===== src/rtl/memory_responder.sv =====
// SRAM / memory-mapped I/O responder for the eLC-3 RAM port.
// A request runs a multi-cycle SRAM access (or a one-cycle I/O access), then holds R until MIO_EN drops.
module memory_responder #(
  parameter int unsigned WAIT_STATES = 2,
  parameter logic [15:0] IO_ADDR     = 16'hFFFF
) (
  input  logic        Clk,
  input  logic        Reset,
  input  logic [15:0] Address,
  input  logic [15:0] Data_In,
  input  logic        MIO_EN,
  input  logic        R_W,
  output logic [15:0] Data_Out,
  output logic        R,
  output logic [15:0] SRAM_ADDR,
  output logic [15:0] SRAM_DQ_Out,
  input  logic [15:0] SRAM_DQ_In,
  output logic        SRAM_DQ_OE,
  output logic        SRAM_CE_N,
  output logic        SRAM_OE_N,
  output logic        SRAM_WE_N,
  input  logic [15:0] Switches,
  output logic [15:0] HexDisplay
);

  typedef enum logic [1:0] {
    IDLE   = 2'd0,
    ACCESS = 2'd1,
    READY  = 2'd2
  } state_t;

  localparam logic [3:0] WAIT_LOAD = 4'(WAIT_STATES);

  state_t      state_q, state_d;
  logic [3:0]  cnt_q, cnt_d;
  logic [15:0] addr_q, addr_d;
  logic [15:0] wdata_q, wdata_d;
  logic [15:0] dout_q, dout_d;
  logic [15:0] hex_q, hex_d;
  logic        rw_q, rw_d;
  logic        io_q, io_d;
  logic        is_io_addr;
  logic        sram_cycle;

  assign is_io_addr = (Address == IO_ADDR);

  always_ff @(posedge Clk or negedge Reset) begin
    if (!Reset) begin
      state_q <= IDLE;
      cnt_q   <= 4'd0;
      addr_q  <= 16'h0000;
      wdata_q <= 16'h0000;
      dout_q  <= 16'h0000;
      hex_q   <= 16'h0000;
      rw_q    <= 1'b0;
      io_q    <= 1'b0;
    end else begin
      state_q <= state_d;
      cnt_q   <= cnt_d;
      addr_q  <= addr_d;
      wdata_q <= wdata_d;
      dout_q  <= dout_d;
      hex_q   <= hex_d;
      rw_q    <= rw_d;
      io_q    <= io_d;
    end
  end

  // I/O requests pass through ACCESS for one cycle (counter 0) with strobes gated off,
  // so their completion lands one edge after the request edge.
  always_comb begin
    state_d = state_q;
    cnt_d   = cnt_q;
    addr_d  = addr_q;
    wdata_d = wdata_q;
    dout_d  = dout_q;
    hex_d   = hex_q;
    rw_d    = rw_q;
    io_d    = io_q;
    unique case (state_q)
      IDLE: begin
        if (MIO_EN) begin
          addr_d  = Address;
          wdata_d = Data_In;
          rw_d    = R_W;
          io_d    = is_io_addr;
          cnt_d   = is_io_addr ? 4'd0 : WAIT_LOAD;
          state_d = ACCESS;
        end
      end
      ACCESS: begin
        if (cnt_q == 4'd0) begin
          state_d = READY;
          if (io_q) begin
            if (rw_q) hex_d = wdata_q;
            else      dout_d = Switches;
          end else if (!rw_q) begin
            dout_d = SRAM_DQ_In;
          end
        end else begin
          cnt_d = cnt_q - 4'd1;
        end
      end
      READY: begin
        if (!MIO_EN) state_d = IDLE;
      end
      default: state_d = IDLE;
    endcase
  end

  // Strobes decode registered state only; WE_N releases on the final cycle for hold time.
  assign sram_cycle  = (state_q == ACCESS) && !io_q;
  assign SRAM_CE_N   = !sram_cycle;
  assign SRAM_OE_N   = !(sram_cycle && !rw_q);
  assign SRAM_WE_N   = !(sram_cycle && rw_q && (cnt_q != 4'd0));
  assign SRAM_DQ_OE  = sram_cycle && rw_q;
  assign R           = (state_q == READY);
  assign SRAM_ADDR   = addr_q;
  assign SRAM_DQ_Out = wdata_q;
  assign Data_Out    = dout_q;
  assign HexDisplay  = hex_q;

endmodule

===== config.mk =====
export PLATFORM = sky130hd
export DESIGN_NAME = memory_responder
export DESIGN_NICKNAME = d
export VERILOG_FILES = /design/src/rtl/memory_responder.sv
export SDC_FILE = /design/constraint.sdc
export NUM_CORES = 1
export LEC_CHECK = 0
export ABC_CLOCK_PERIOD_IN_PS = 2560
export CORE_MARGIN = 2
export CORE_UTILIZATION = 42
export CTS_CLUSTER_DIAMETER = 40
export CTS_CLUSTER_SIZE = 28
export DETAILED_ROUTE_END_ITERATION = 7
export GPL_ROUTABILITY_DRIVEN = 1
export PLACE_DENSITY = 0.8
export SLEW_MARGIN = 5
export SYNTH_ARGS = -nofsm -noshare
export SYNTH_HDL_FRONTEND = slang
export SYNTH_SLANG_ARGS = --single-unit

===== constraint.sdc =====
create_clock -name Clk -period 2.56 [get_ports Clk]
set_input_delay 0.256 -clock Clk [delete_from_list [all_inputs] [get_ports Clk]]
set_output_delay 0.256 -clock Clk [all_outputs]
set_load 0.1 [all_outputs]

==> flow_metrics.env <==
export IMPL_layout_commonest_cell="buf_4"
export IMPL_die_h_um=89.7
export IMPL_maxCapViolCount=0
export IMPL_critical_path_arrival_ns=2.39
export IMPL_outcome="finished clean"
export IMPL_wl_per_cell_um=15.7
export IMPL_synth_compound_area_share_pct=0.811
export IMPL_place_hpwl_mm=5.07
export IMPL_grt_setup_unrepaired="no"
export IMPL_busiest_layer="met2"
export IMPL_clock_latency_ns=0.34
export IMPL_cp_start_kind="register"
export IMPL_htreeDepth=3
export IMPL_synth_ff_latch_count=72
export IMPL_path_max_fanout=16
export IMPL_max_slew_margin_pct=41.0
export IMPL_antenna_cells=0
export IMPL_worst_slew_pin_slew_ns=0.885
export IMPL_crit_type="reg2reg"
export IMPL_met1_usage_pct=23.8
export IMPL_avgViaCountPerCell=4.86
export IMPL_seq_area_um2=1800
export IMPL_reg2reg_depth=6
export IMPL_dr_first_iter_drc_count=83
export IMPL_met2_usage_pct=28.3
export IMPL_cts_inserted_buffers=9
export IMPL_clockBufferDepth=2
export IMPL_syn_inst=202
export IMPL_fmax_mhz=462
export IMPL_period_needed_ns=2.16
export IMPL_syn2layout_area_growth_pct=48.4
export IMPL_track_usage_pct=18.3
export IMPL_first_pass_iters=4
export IMPL_synth_warnings=0
export IMPL_drive_gt1_share_pct=50.6
export IMPL_fp_row_count=31
export IMPL_hold_buffers=0
export IMPL_overflow=0
export IMPL_synth_xor_area_share_pct=0
export IMPL_dieArea_um2=8050
export IMPL_clkSlewWorstSetupHoldPaths_ns=0.07
export IMPL_antenna_found_initial=0
export IMPL_yosysUniqueCellTypes=30
export IMPL_grt_pass1_wl_mm=11.7
export IMPL_setup_tns_ns=0
export IMPL_io_pins=137
export IMPL_layout_common_cells="buf_4, dfrtp_1, mux2_2"
export IMPL_drt_antenna_violating_nets=0
export IMPL_skew_ns=0.0100
export IMPL_endpoint_kind="register"
export IMPL_vias=2171
export IMPL_setup_viol=0
export IMPL_postCtsSetupBuffers=0
export IMPL_cp_data_required_time_ns=2.78
export IMPL_grt_max_degree=73
export IMPL_drc_errors=0
export IMPL_synth_adder_area_share_pct=0.405
export IMPL_synth_area_per_cell_um2=15.3
export IMPL_gp_congestion=0.718
export IMPL_cts_num_sinks=72
export IMPL_synth_fp_nets=271
export IMPL_multiInputGateArea_um2=1220
export IMPL_finalMaxSlewViolations=0
export IMPL_grt_pass1_vias=2221
export IMPL_initial_core_util_pct=43.0
export IMPL_portBuffers=136
export IMPL_core_um2=7180
export IMPL_ys_seq_area_share_pct=58.4
export IMPL_syn_area_um2=3090
export IMPL_synthMuxAreaShare_pct=31.8
export IMPL_final_hold_viol_count=0
export IMPL_die_x_um=89.7
export IMPL_wirelength_mm=7.02
export IMPL_fillers=566
export IMPL_min_path_type="in2async"
export IMPL_cts_tree="yes"
export IMPL_synth_top_family_by_area="multiplexers"
export IMPL_period_share_pct=84.5
export IMPL_cts_repair_resized=0
export IMPL_use_met3_pct=7.80
export IMPL_synthSimpleGateAreaFrac_pct=6.12
export IMPL_final_nets=412
export IMPL_root_buffer="clkbuf_8"
path summary, 6_finish.rpt:
check	from	end	slack, ns
setup / recovery	cnt_q[0]	Data_Out[2]	0.40
setup reg to reg	cnt_q[0]	Data_Out[2]	0.40
hold reg to reg	HexDisplay[9]	HexDisplay[9]	0.51
hold / removal	Reset	SRAM_ADDR[9]	0.02
max in group asynchronous	Reset	HexDisplay[0]	1.95
min in group Clk	HexDisplay[9]	HexDisplay[9]	0.51
cells in the mapped netlist:
cell type / count / area, um2
dfrtp_1: 72 / 1800
mux2_2: 72 / 811
mux2_4: 10 / 150
clkbuf_1: 4 / 15.0
nand2_1: 4 / 15.0
nand4_1: 4 / 25.0
nand3_1: 3 / 15.0
nor3_1: 3 / 15.0
buf_1: 2 / 7.51
buf_6: 2 / 22.5
inv_1: 2 / 7.51
mux2i_1: 2 / 20.0
nand2b_1: 2 / 12.5
nor2b_1: 2 / 12.5
o21ai_0: 2 / 10.0
or3_1: 2 / 12.5
and4bb_2: 1 / 12.5
buf_12: 1 / 20.0
buf_2: 1 / 5.00
ha_1: 1 / 12.5
nand3b_1: 1 / 7.51
nor2_1: 1 / 3.75
nor3_4: 1 / 16.3
nor3b_1: 1 / 7.51
nor4_1: 1 / 6.26
o211ai_1: 1 / 7.51
o31ai_1: 1 / 7.51
or3b_1: 1 / 8.76
or3b_2: 1 / 8.76
or4b_2: 1 / 10.0
metrics by stage:
step | util [%] | cells | hold slack [ns] | worst slack (ns) | instance area [um2]
after floorplan | - | 202 | -0.0396 | 0.0880 | 3100
after global placement | 61.1 | 431 | 0.435 | 0.478 | 4380
after detailed placement | 61.1 | 431 | 0.439 | 0.408 | 4380
after CTS | 63.9 | 447 | 0.0619 | 0.395 | 4580
after global routing | 63.9 | 447 | 0.116 | 0.292 | 4580
final | 63.9 | 447 | 0.0151 | 0.397 | 4580
layout make-up:
class | count | share of cell area (%)
flip-flops and latches | 72 | 39.3
repair buffers | 140 | 26.8
multi-input cells | 118 | 26.7
clock buffers | 13 | 3.47
well taps | 99 | 2.70
clock inverters | 3 | 0.874
inverters | 2 | 0.164
cell families (layout without fill, tap and decap cells):
group,count (synthesis),in the layout
flops,72,72
fa+ha+maj,1,1
mux,84,84
compound gates,4,4
buf+inv,12,158
simple gates,29,29
worst max-delay path, stage by stage (launching register included):
cell and delay, ns:
dfrtp_1 0.38, inv_1 0.09, ha_1 0.18, or3b_1 0.50, or3_1 0.36, buf_4 0.23
mux2_4 0.32
layer usage:
metal / share of wire, % / wire [um]
met5: 0 / 0
met4: 1.1 / 80
met3: 8.1 / 566
met2: 47 / 3280
met1: 44 / 3100
registers in the layout (all words and copies together) (netlist names):
register / count
rw_q: 1
SRAM_ADDR: 16
state_q: 2
Data_Out: 16
HexDisplay: 16
cnt_q: 4
SRAM_DQ_Out: 16
io_q: 1
Power is left out: the tool's default activity adds up to more than one toggle a clock period on the data nets, which glitch-free logic cannot reach.
